<file path="src/rtl/aha_tlx_fwd_pkg.sv">
// Shared frame geometry, header codes and PRBS-7 helpers for the TLX forward
// lane serializer.
package aha_tlx_fwd_pkg;

  localparam int unsigned FRAME_W = 42;
  localparam int unsigned BODY_W  = 40;

  localparam logic [1:0] HDR_IDLE    = 2'b00;
  localparam logic [1:0] HDR_PAYLOAD = 2'b01;
  localparam logic [1:0] HDR_FLOW    = 2'b10;
  localparam logic [1:0] HDR_TRAIN   = 2'b11;

  localparam logic [BODY_W-1:0] TRAIN_FIXED_PATTERN = 40'hA5A5A5A5A5;

  // x^7 + x^6 + 1: feedback is state[6] ^ state[5]
  localparam logic [6:0] PRBS7_SEED = 7'h7F;
  localparam logic [6:0] PRBS7_TAPS = 7'h60;

  typedef enum logic [1:0] {
    FRAME_IDLE,
    FRAME_PAYLOAD,
    FRAME_FLOW,
    FRAME_TRAIN
  } frame_kind_e;

  typedef struct packed {
    logic [6:0]        state;
    logic [BODY_W-1:0] body;
  } prbs7_step_t;

  // First generated bit lands in the body MSB so it leaves the lane first.
  function automatic prbs7_step_t prbs7_advance(input logic [6:0] start);
    prbs7_step_t r;
    logic [6:0]  s;
    logic        b;
    s      = start;
    r.body = '0;
    for (int unsigned i = 0; i < BODY_W; i++) begin
      b                  = ^(s & PRBS7_TAPS);
      r.body[BODY_W-1-i] = b;
      s                  = {s[5:0], b};
    end
    r.state = s;
    return r;
  endfunction

endpackage

</file>
<file path="src/rtl/aha_tlx_fwd_prbs7.sv">
// PRBS-7 training-body generator: produces 40 LFSR bits per advance, with a
// reseed control that restarts the sequence from PRBS7_SEED.
module aha_tlx_fwd_prbs7
  import aha_tlx_fwd_pkg::*;
(
  input  logic              clk_i,
  input  logic              rst_ni,
  input  logic              reseed_i,
  input  logic              advance_i,
  output logic [BODY_W-1:0] body_o
);

  logic [6:0]  state_q, state_d;
  logic [6:0]  base;
  prbs7_step_t step;

  // Reseed and advance in the same cycle emit the body that starts at the seed.
  always_comb begin
    base    = reseed_i ? PRBS7_SEED : state_q;
    step    = prbs7_advance(base);
    body_o  = step.body;
    state_d = state_q;
    if (advance_i) begin
      state_d = step.state;
    end else if (reseed_i) begin
      state_d = PRBS7_SEED;
    end
  end

  always_ff @(posedge clk_i or negedge rst_ni) begin
    if (!rst_ni) begin
      state_q <= PRBS7_SEED;
    end else begin
      state_q <= state_d;
    end
  end

endmodule

</file>
<file path="src/rtl/aha_tlx_fwd_lane_serializer.sv">
// TLX forward-channel lane serializer: frames payload/flow/idle/training items
// into 42-bit frames and shifts them out LANE_W bits per cycle, header first.
// Optional macro TLX_FWD_PRBS_TRAIN_EN selects a PRBS-7 training body.
module aha_tlx_fwd_lane_serializer
  import aha_tlx_fwd_pkg::*;
#(
  parameter int unsigned LANE_W         = 6,
  parameter int unsigned FLOW_BURST_MAX = 4
) (
  input  logic              TLX_FWD_CLK,
  input  logic              TLX_FWD_RESETn,
  input  logic              TLX_FWD_PAYLOAD_TVALID,
  output logic              TLX_FWD_PAYLOAD_TREADY,
  input  logic [39:0]       TLX_FWD_PAYLOAD_TDATA,
  input  logic              TLX_FWD_FLOW_TVALID,
  output logic              TLX_FWD_FLOW_TREADY,
  input  logic [1:0]        TLX_FWD_FLOW_TDATA,
  input  logic              TLX_FWD_TRAIN_EN,
  output logic [LANE_W-1:0] TLX_FWD_LANE_DATA,
  output logic              TLX_FWD_LANE_SOF,
  output logic              TLX_FWD_TRAIN_ACTIVE
);

  localparam int unsigned      BEATS     = FRAME_W / LANE_W;
  localparam int unsigned      CNT_W     = (BEATS > 1) ? $clog2(BEATS) : 1;
  localparam logic [CNT_W-1:0] LAST_BEAT = CNT_W'(BEATS - 1);
  localparam logic [3:0]       RUN_MAX   = 4'(FLOW_BURST_MAX);

  if ((FRAME_W % LANE_W) != 0) begin : g_bad_lane_w
    $error("LANE_W must divide 42");
  end
  if ((FLOW_BURST_MAX < 1) || (FLOW_BURST_MAX > 15)) begin : g_bad_burst
    $error("FLOW_BURST_MAX must be in 1..15");
  end

  logic [CNT_W-1:0]   beat_cnt_q, beat_cnt_d;
  logic [FRAME_W-1:0] shreg_q, shreg_d;
  logic               sof_q, sof_d;
  logic               train_q, train_d;
  logic [3:0]         flow_run_q, flow_run_d;

  logic               load;
  frame_kind_e        kind;
  logic [BODY_W-1:0]  train_body;
  logic [FRAME_W-1:0] frame;

`ifdef TLX_FWD_PRBS_TRAIN_EN
  logic train_prev_q;
  logic prbs_reseed;
  logic prbs_advance;

  assign prbs_reseed  = load && TLX_FWD_TRAIN_EN && !train_prev_q;
  assign prbs_advance = load && (kind == FRAME_TRAIN);

  aha_tlx_fwd_prbs7 u_prbs7 (
    .clk_i     (TLX_FWD_CLK),
    .rst_ni    (TLX_FWD_RESETn),
    .reseed_i  (prbs_reseed),
    .advance_i (prbs_advance),
    .body_o    (train_body)
  );

  always_ff @(posedge TLX_FWD_CLK or negedge TLX_FWD_RESETn) begin
    if (!TLX_FWD_RESETn) begin
      train_prev_q <= 1'b0;
    end else if (load) begin
      train_prev_q <= TLX_FWD_TRAIN_EN;
    end
  end
`else
  assign train_body = TRAIN_FIXED_PATTERN;
`endif

  // beat_cnt resets to the last beat, so the first cycle after release loads.
  assign load = (beat_cnt_q == LAST_BEAT);

  always_comb begin
    kind = FRAME_IDLE;
    if (TLX_FWD_TRAIN_EN) begin
      kind = FRAME_TRAIN;
    end else if (TLX_FWD_FLOW_TVALID &&
                 !((flow_run_q == RUN_MAX) && TLX_FWD_PAYLOAD_TVALID)) begin
      kind = FRAME_FLOW;
    end else if (TLX_FWD_PAYLOAD_TVALID) begin
      kind = FRAME_PAYLOAD;
    end
  end

  always_comb begin
    frame = '0;
    case (kind)
      FRAME_PAYLOAD: frame = {HDR_PAYLOAD, TLX_FWD_PAYLOAD_TDATA};
      FRAME_FLOW:    frame = {HDR_FLOW, 38'b0, TLX_FWD_FLOW_TDATA};
      FRAME_TRAIN:   frame = {HDR_TRAIN, train_body};
      default:       frame = {HDR_IDLE, {BODY_W{1'b0}}};
    endcase
  end

  always_comb begin
    beat_cnt_d = beat_cnt_q + CNT_W'(1);
    shreg_d    = shreg_q << LANE_W;
    sof_d      = 1'b0;
    train_d    = train_q;
    flow_run_d = flow_run_q;
    if (load) begin
      beat_cnt_d = '0;
      shreg_d    = frame;
      sof_d      = 1'b1;
      train_d    = (kind == FRAME_TRAIN);
      if (kind == FRAME_FLOW) begin
        flow_run_d = (flow_run_q == RUN_MAX) ? RUN_MAX : flow_run_q + 4'd1;
      end else begin
        flow_run_d = '0;
      end
    end
  end

  always_ff @(posedge TLX_FWD_CLK or negedge TLX_FWD_RESETn) begin
    if (!TLX_FWD_RESETn) begin
      beat_cnt_q <= LAST_BEAT;
      shreg_q    <= '0;
      sof_q      <= 1'b0;
      train_q    <= 1'b0;
      flow_run_q <= '0;
    end else begin
      beat_cnt_q <= beat_cnt_d;
      shreg_q    <= shreg_d;
      sof_q      <= sof_d;
      train_q    <= train_d;
      flow_run_q <= flow_run_d;
    end
  end

  // Handshakes are combinational; the reset term keeps them low while held in reset.
  assign TLX_FWD_PAYLOAD_TREADY = TLX_FWD_RESETn && load && (kind == FRAME_PAYLOAD);
  assign TLX_FWD_FLOW_TREADY    = TLX_FWD_RESETn && load && (kind == FRAME_FLOW);
  assign TLX_FWD_LANE_DATA      = shreg_q[FRAME_W-1 -: LANE_W];
  assign TLX_FWD_LANE_SOF       = sof_q;
  assign TLX_FWD_TRAIN_ACTIVE   = train_q;

endmodule

</file>
<file path="config.mk">
export PLATFORM = sky130hd
export DESIGN_NAME = aha_tlx_fwd_lane_serializer
export DESIGN_NICKNAME = d
export VERILOG_FILES = /design/src/rtl/aha_tlx_fwd_pkg.sv /design/src/rtl/aha_tlx_fwd_prbs7.sv /design/src/rtl/aha_tlx_fwd_lane_serializer.sv
export SDC_FILE = /design/constraint.sdc
export NUM_CORES = 1
export LEC_CHECK = 0
export CORE_UTILIZATION = 36
export DETAILED_ROUTE_END_ITERATION = 10
export GPL_TIMING_DRIVEN = 0
export RECOVER_POWER = 50
export SYNTH_ARGS = -nofsm -noshare
export SYNTH_HDL_FRONTEND = slang
export SYNTH_SLANG_ARGS = --single-unit
</file>
<file path="constraint.sdc">
create_clock -name TLX_FWD_CLK -period 4.1 [get_ports TLX_FWD_CLK]
set_input_delay 0.615 -clock TLX_FWD_CLK [delete_from_list [all_inputs] [get_ports TLX_FWD_CLK]]
set_output_delay 0.615 -clock TLX_FWD_CLK [all_outputs]
set_load 0.1 [all_outputs]
</file>
==> impl_metrics.env, run 1 <==
export IMPL_post_drt_wl_per_cell_um=14.32
export IMPL_grt_max_degree=35
export IMPL_r2r_end="shreg_q[30]$_DFF_PN0_"
export IMPL_crit_end="TLX_FWD_FLOW_TREADY"
export IMPL_pwr_share_seq_pct=51.1
export IMPL_start_kind="flip-flop"
export IMPL_postCtsSetupBuffers=0
export IMPL_core_area_um2=5921
export IMPL_routed_via_density=4.965
export IMPL_layout_drive_gt1_share_pct=9.667
export IMPL_totalPowerFinal_mw=1.035
export IMPL_setup_viol=0
export IMPL_swShare_pct=24.06
export IMPL_end_kind="primary output"
export IMPL_async_flop_share_pct=100.0
export IMPL_place_congestion=0.7293
export IMPL_grt_ovfl_total=0
export IMPL_crit_family="buffers and inverters"
export IMPL_path_depth=6
export IMPL_dp_cells=367
export IMPL_yosysWarnings=0
export IMPL_hold_class="in -> async"
export IMPL_power_density_nw_per_um2=343.5
export IMPL_combPwrFrac_pct=12.4
export IMPL_fin_nets=348
export IMPL_period_share_pct=88.23
export IMPL_synth_top_area_share_pct=55.21
export IMPL_max_freq_ghz=0.2765
export IMPL_diodes=0
export IMPL_slowest_stage="clkdlybuf4s50_1"
export IMPL_drc=0
export IMPL_max_clock_path_buffers=2
export IMPL_internal_power_mw=0.7856
export IMPL_grt_pass1_wl_um=8894
export IMPL_grt_usage_pct=18.59
export IMPL_drv_slew=0
export IMPL_final_cell_mix="nand2_1, clkdlybuf4s50_1, dfrtp_1"
export IMPL_portBuffers=56
export IMPL_criticalPathCategory="reg -> out"
export IMPL_drt_iter0_drc=152
export IMPL_reg2reg_depth=6
export IMPL_r2r_slack_ns=2.37
export IMPL_clockPowerShare_pct=36.5
export IMPL_cts_root_buf="clkbuf_8"
export IMPL_clk_insertion_delay_late_ns=0.31
export IMPL_tightest_slew_ns=0.9674
export IMPL_crit_fanout=10
export IMPL_cts_htree_levels=2
export IMPL_holdWs_ns=0.2342
export IMPL_critPathBufInv=3
export IMPL_yosysTopAreaCell="dfrtp_1"
export IMPL_place_hpwl_um=3763
export IMPL_vdd_drop_max_uv=218.9
export IMPL_start_util_pct=37.51
export IMPL_ys_ff_latch=51
export IMPL_cts_hold_buf=0
export IMPL_via_count=1862
export IMPL_synthDistinctLibCells=28
export IMPL_post_place_ws_ns=0.5870
export IMPL_final_cell_area_um2=3012
export IMPL_cts_tree="done"
export IMPL_cp_startpoint="beat_cnt_q[1]$_DFF_PN1_"
export IMPL_finClkSkew_ns=0.01025
export IMPL_power_leakage_nw=1.308
export IMPL_antenna_found_initial=0
export IMPL_fillers=575
export IMPL_syn_avg_cell_area_um2=9.451
export IMPL_finalNonFillerCells=375
export IMPL_drtAntennaViolNets=0
export IMPL_syn_to_final_growth_pct=35.61
export IMPL_synth_edff_count=0
export IMPL_grt_pass1_vias=1813
export IMPL_r2r_start="flow_run_q[0]$_DFFE_PN0P_"
export IMPL_cts_inserted_buffers=5
export IMPL_status="complete, no violations"
export IMPL_die_area_um2=6488
export IMPL_firstDrtPassIters=4
export IMPL_seq_area_frac_synth_pct=57.58
export IMPL_clock_sinks=51
export IMPL_chipHeight_um=80.55
export IMPL_fin_crit_ns=3.617
export IMPL_ios=57
export IMPL_crit_chain="nand3b_4, inv_1, buf_4, nand2_1, nor2_1, clkdlybuf4s50_1"
export IMPL_routed_wl_um=5371
export IMPL_fin_ws_ns=0.4827
export IMPL_cpPeakStageDelay_ns=1.14
export IMPL_hold_viol=0
export IMPL_cts_resized=0
export IMPL_ys_top_cells_by_area="dfrtp_1, nand2_1, o211ai_1"
export IMPL_netlist_area_um2=2221
export IMPL_crit_arrival_ns=3.00
export IMPL_worstPathRequired_ns=3.48
export IMPL_syn_inst=235
export IMPL_mostFrequentLayoutCell="nand2_1"
export IMPL_clkTransAtPathRegs_ns=0.10
export IMPL_syn_nets=284
export IMPL_rows=28
export IMPL_max_cap_violations=0
export IMPL_slew_headroom_pct=35.31
export IMPL_die_x_um=80.55
export IMPL_synthFlopType="dfrtp_1"
export IMPL_place_area_um2=2890
export IMPL_rsz0062_at_grt="no"
export IMPL_power_net_switching_mw=0.2489
==> cell families after synthesis <==
kind of cell             after synthesis  share of synthesized area [%]
flip-flops                            51                          57.58
multiplexers                           1                         0.4507
AND/OR/NAND/NOR                       96                          18.37
AO/OA/AOI/OAI                         56                          15.66
buffers and inverters                 29                          6.816
adder cells (fa/ha/maj)                2                          1.127
==> per-stage QoR <==
step | util [%] | TNS, ns
3_3_place_gp | 48.56 | -1.673
4_1_cts | 50.87 | 0
3_5_place_dp | 48.82 | 0
6_report | 50.87 | 0
5_1_grt | 50.87 | 0
2_1_floorplan | - | 0
==> area by class of cell <==
type                    instances  area, um^2  share of cell area [%]
flip-flops and latches         51        1279                   42.46
multi-input cells             155       790.8                   26.26
repair buffers                 57       575.6                   19.11
plain buffers                  20       117.6                   3.905
well taps                      75       93.84                   3.116
clock buffers                   6       82.58                   2.742
clock inverters                 2       38.79                   1.288
inverters                       9       33.78                   1.122
==> how the worst min path moves through the flow <==
stage,startpoint,endpoint,slack [ns],cells past startpoint
5_1_grt,TLX_FWD_RESETn,shreg_q[5]$_DFF_PN0_,0.24,1
3_5_place_dp,shreg_q[30]$_DFF_PN0_,shreg_q[36]$_DFF_PN0_,0.45,2
4_1_cts,TLX_FWD_RESETn,shreg_q[11]$_DFF_PN0_,0.25,1
6_report,TLX_FWD_RESETn,shreg_q[5]$_DFF_PN0_,0.23,1
2_1_floorplan,TLX_FWD_RESETn,TLX_FWD_LANE_SOF$_DFF_PN0_,0.32,0
3_3_place_gp,shreg_q[21]$_DFF_PN0_,shreg_q[27]$_DFF_PN0_,0.44,2
==> layer usage <==
metal  vias to the layer above  track usage, %  part of all wire (%)
li1                        906               -                     -
met1                       890           24.42                    45
met2                        62           30.76                    48
met3                         4           4.205                   6.9
met4                         0           4.821                  0.56
met5                         -               0                     0
==> power by group through the flow <==
stage | clock (mW) | sequential, mW | combinational, mW
after floorplan | 0 | 0.541 | 0.0531
after global placement | 0 | 0.538 | 0.127
after detailed placement | 0 | 0.539 | 0.129
after CTS | 0.384 | 0.529 | 0.130
after global routing | 0.411 | 0.531 | 0.139
final | 0.378 | 0.528 | 0.128
==> cells in the mapped netlist, types with 4 or more instances <==
master	n
buf_4	9
o21ai_1	18
o211ai_1	19
inv_1	8
nand2_1	82
buf_2	7
dfrtp_1	49
clkbuf_1	4
o21ai_0	4
a21oi_1	5
==> registers in the layout, summed over array words and instances, names as in the netlist <==
| register | flops |
|---|---|
| shreg_q | 42 |
| flow_run_q | 4 |
| beat_cnt_q | 3 |
| TLX_FWD_LANE_SOF | 1 |
| TLX_FWD_TRAIN_ACTIVE | 1 |
No activity file was read; power rests on OpenSTA's default activity.
==> run 2, diff against run 1 <==
--- a/config.mk
+++ b/config.mk
@@ -8,7 +8,6 @@
 export CORE_UTILIZATION = 36
 export DETAILED_ROUTE_END_ITERATION = 10
 export GPL_TIMING_DRIVEN = 0
-export RECOVER_POWER = 50
 export SYNTH_ARGS = -nofsm -noshare
 export SYNTH_HDL_FRONTEND = slang
 export SYNTH_SLANG_ARGS = --single-unit
==> run 2 against run 1 <==
  * Core utilization stayed put
  * Largest cell class unchanged
  * Final cell count stayed put
  * Sequential power hardly changed
  * Critical endpoint is now TLX_FWD_PAYLOAD_TREADY
==> impl_metrics.env, run 2 (synthesized netlist as in run 1, its figures left out) <==
export IMPL_mostFrequentLayoutCell="nand2_1"
export IMPL_crit_arrival_ns=2.91
export IMPL_fin_crit_ns=3.524
export IMPL_cts_resized=0
export IMPL_core_area_um2=5921
export IMPL_setup_viol=0
export IMPL_drtAntennaViolNets=0
export IMPL_dp_cells=367
export IMPL_start_kind="primary input"
export IMPL_final_cell_area_um2=3012
export IMPL_fin_nets=348
export IMPL_grt_max_degree=35
export IMPL_largest_register="shreg_q"
export IMPL_drv_slew=0
export IMPL_antenna_found_initial=0
export IMPL_hold_class="in -> async"
export IMPL_routed_wl_um=5372
export IMPL_cts_inserted_buffers=5
export IMPL_place_area_um2=2890
export IMPL_clk_insertion_delay_late_ns=0.31
export IMPL_busiest_layer="met2"
export IMPL_reg2reg_depth=6
export IMPL_syn_to_final_growth_pct=35.61
export IMPL_cts_root_buf="clkbuf_8"
export IMPL_tightest_slew_ns=0.9674
export IMPL_ios=57
export IMPL_die_area_um2=6488
export IMPL_use_met2_pct=30.76
export IMPL_fin_ws_ns=0.5763
export IMPL_place_hpwl_um=3763
export IMPL_max_cap_violations=0
export IMPL_criticalPathCategory="in -> out"
export IMPL_cts_hold_buf=0
export IMPL_grt_pass1_vias=1813
export IMPL_finalNonFillerCells=375
export IMPL_clkTransAtPathRegs_ns=0.10
export IMPL_fillers=575
export IMPL_grt_ovfl_total=0
export IMPL_place_congestion=0.7293
export IMPL_max_clock_path_buffers=2
export IMPL_chipHeight_um=80.55
export IMPL_start_util_pct=37.51
export IMPL_crit_fanout=10
export IMPL_r2r_slack_ns=2.37
export IMPL_portBuffers=56
export IMPL_grt_use_met3_pct=4.205
export IMPL_slew_headroom_pct=35.31
export IMPL_finClkSkew_ns=0.01044
export IMPL_period_share_pct=85.94
export IMPL_hold_viol=0
export IMPL_use_met1_pct=24.42
export IMPL_drc=0
export IMPL_top_regs="shreg_q x42, flow_run_q x4, beat_cnt_q x3"
export IMPL_die_x_um=80.55
export IMPL_max_freq_ghz=0.2838
export IMPL_rows=28
export IMPL_grt_usage_pct=18.59
export IMPL_drt_iter0_drc=153
export IMPL_end_kind="primary output"
export IMPL_firstDrtPassIters=4
export IMPL_routed_via_density=4.952
export IMPL_status="complete, no violations"
export IMPL_layout_drive_gt1_share_pct=10.33
export IMPL_power_leakage_nw=1.305
export IMPL_holdWs_ns=0.2335
export IMPL_final_cell_mix="nand2_1, clkdlybuf4s50_1, dfrtp_1"
export IMPL_cts_htree_levels=2
export IMPL_rsz0062_at_grt="no"
export IMPL_vdd_drop_max_uv=218.9
export IMPL_post_place_ws_ns=0.5870
export IMPL_r2r_end="shreg_q[30]$_DFF_PN0_"
export IMPL_power_density_nw_per_um2=344.0
export IMPL_r2r_start="flow_run_q[0]$_DFFE_PN0P_"
export IMPL_worstPathRequired_ns=3.48
export IMPL_largest_reg_flops=42
export IMPL_clock_sinks=51
export IMPL_post_drt_wl_per_cell_um=14.33
export IMPL_postCtsSetupBuffers=0
export IMPL_grt_pass1_wl_um=8894
export IMPL_diodes=0
export IMPL_tns_ns=0
export IMPL_cts_tree="done"
export IMPL_via_count=1857
## run 2: cell type report
| type | instances | area, um^2 | share of cell area [%] |
|---|---|---|---|
| clock buffer | 6 | 82.58 | 2.742 |
| timing repair buffer | 57 | 575.6 | 19.11 |
| tap | 75 | 93.84 | 3.116 |
| buffer | 20 | 117.6 | 3.905 |
| clock inverter | 2 | 38.79 | 1.288 |
| multi-input combinational | 155 | 790.8 | 26.26 |
| sequential | 51 | 1279 | 42.46 |
| inverter | 9 | 33.78 | 1.122 |
## run 2: worst max-delay path by stage
stage | from | end | depth (start not counted) | slack [ns]
6_report | TLX_FWD_TRAIN_EN | TLX_FWD_PAYLOAD_TREADY | 6 | 0.58
5_1_grt | flow_run_q[0]$_DFFE_PN0P_ | TLX_FWD_PAYLOAD_TREADY | 7 | 0.44
4_1_cts | TLX_FWD_TRAIN_EN | TLX_FWD_PAYLOAD_TREADY | 6 | 0.58
3_5_place_dp | TLX_FWD_TRAIN_EN | TLX_FWD_PAYLOAD_TREADY | 6 | 0.59
3_3_place_gp | TLX_FWD_RESETn | TLX_FWD_PAYLOAD_TREADY | 4 | -0.84
2_1_floorplan | flow_run_q[0]$_DFFE_PN0P_ | TLX_FWD_PAYLOAD_TREADY | 6 | 1.10
## run 2: stage by stage
step	total power [mW]	util (%)
after floorplan	0.5940	-
after global placement	0.6651	48.56
after detailed placement	0.6680	48.82
after CTS	1.043	50.87
after global routing	1.081	50.87
final	1.036	50.87
## run 2: metal layers
metal	vias to the layer above	share of wire (%)	wire length, um
met5	-	0	0
met4	0	0.56	30
met3	4	7.1	379
met2	60	48	2556
met1	886	45	2405
li1	907	-	-
## run 2: critical path, cell delays in order
cell and delay, ns:
clkdlybuf4s50_1 0.53, inv_1 0.15, o211ai_1 0.12, buf_2 0.24, nor2_1 0.12, clkdlybuf4s50_1 1.13
## run 2: where the power goes
part	internal, mW	switching, mW	total [mW]	leakage (nW)
Clock	0.201	0.178	0.379	0.0618
Combinational	0.0622	0.0658	0.128	0.608
Sequential	0.522	0.00607	0.529	0.635
==> run 3, diff against run 2 <==
==> constraint.sdc (replaced) <==
create_clock -name TLX_FWD_CLK -period 4.1 [get_ports TLX_FWD_CLK]
set_input_delay 0.615 -clock TLX_FWD_CLK [delete_from_list [all_inputs] [get_ports TLX_FWD_CLK]]
set_output_delay 0.615 -clock TLX_FWD_CLK [all_outputs]
set_load 0.01 [all_outputs]
==> results of run 3 <==
Same layout as run 2 (identical final DEF). Status: complete, no violations.
Main changes from that run: setup slack after placement 0.5870 ns -> 1.112 ns; setup slack after layout 0.5763 ns -> 1.107 ns; start point of the critical path TLX_FWD_TRAIN_EN -> TLX_FWD_FLOW_TVALID; total power 1.036 mW -> 1.012 mW; worst IR drop on VDD 218.9 uV -> 211.5 uV
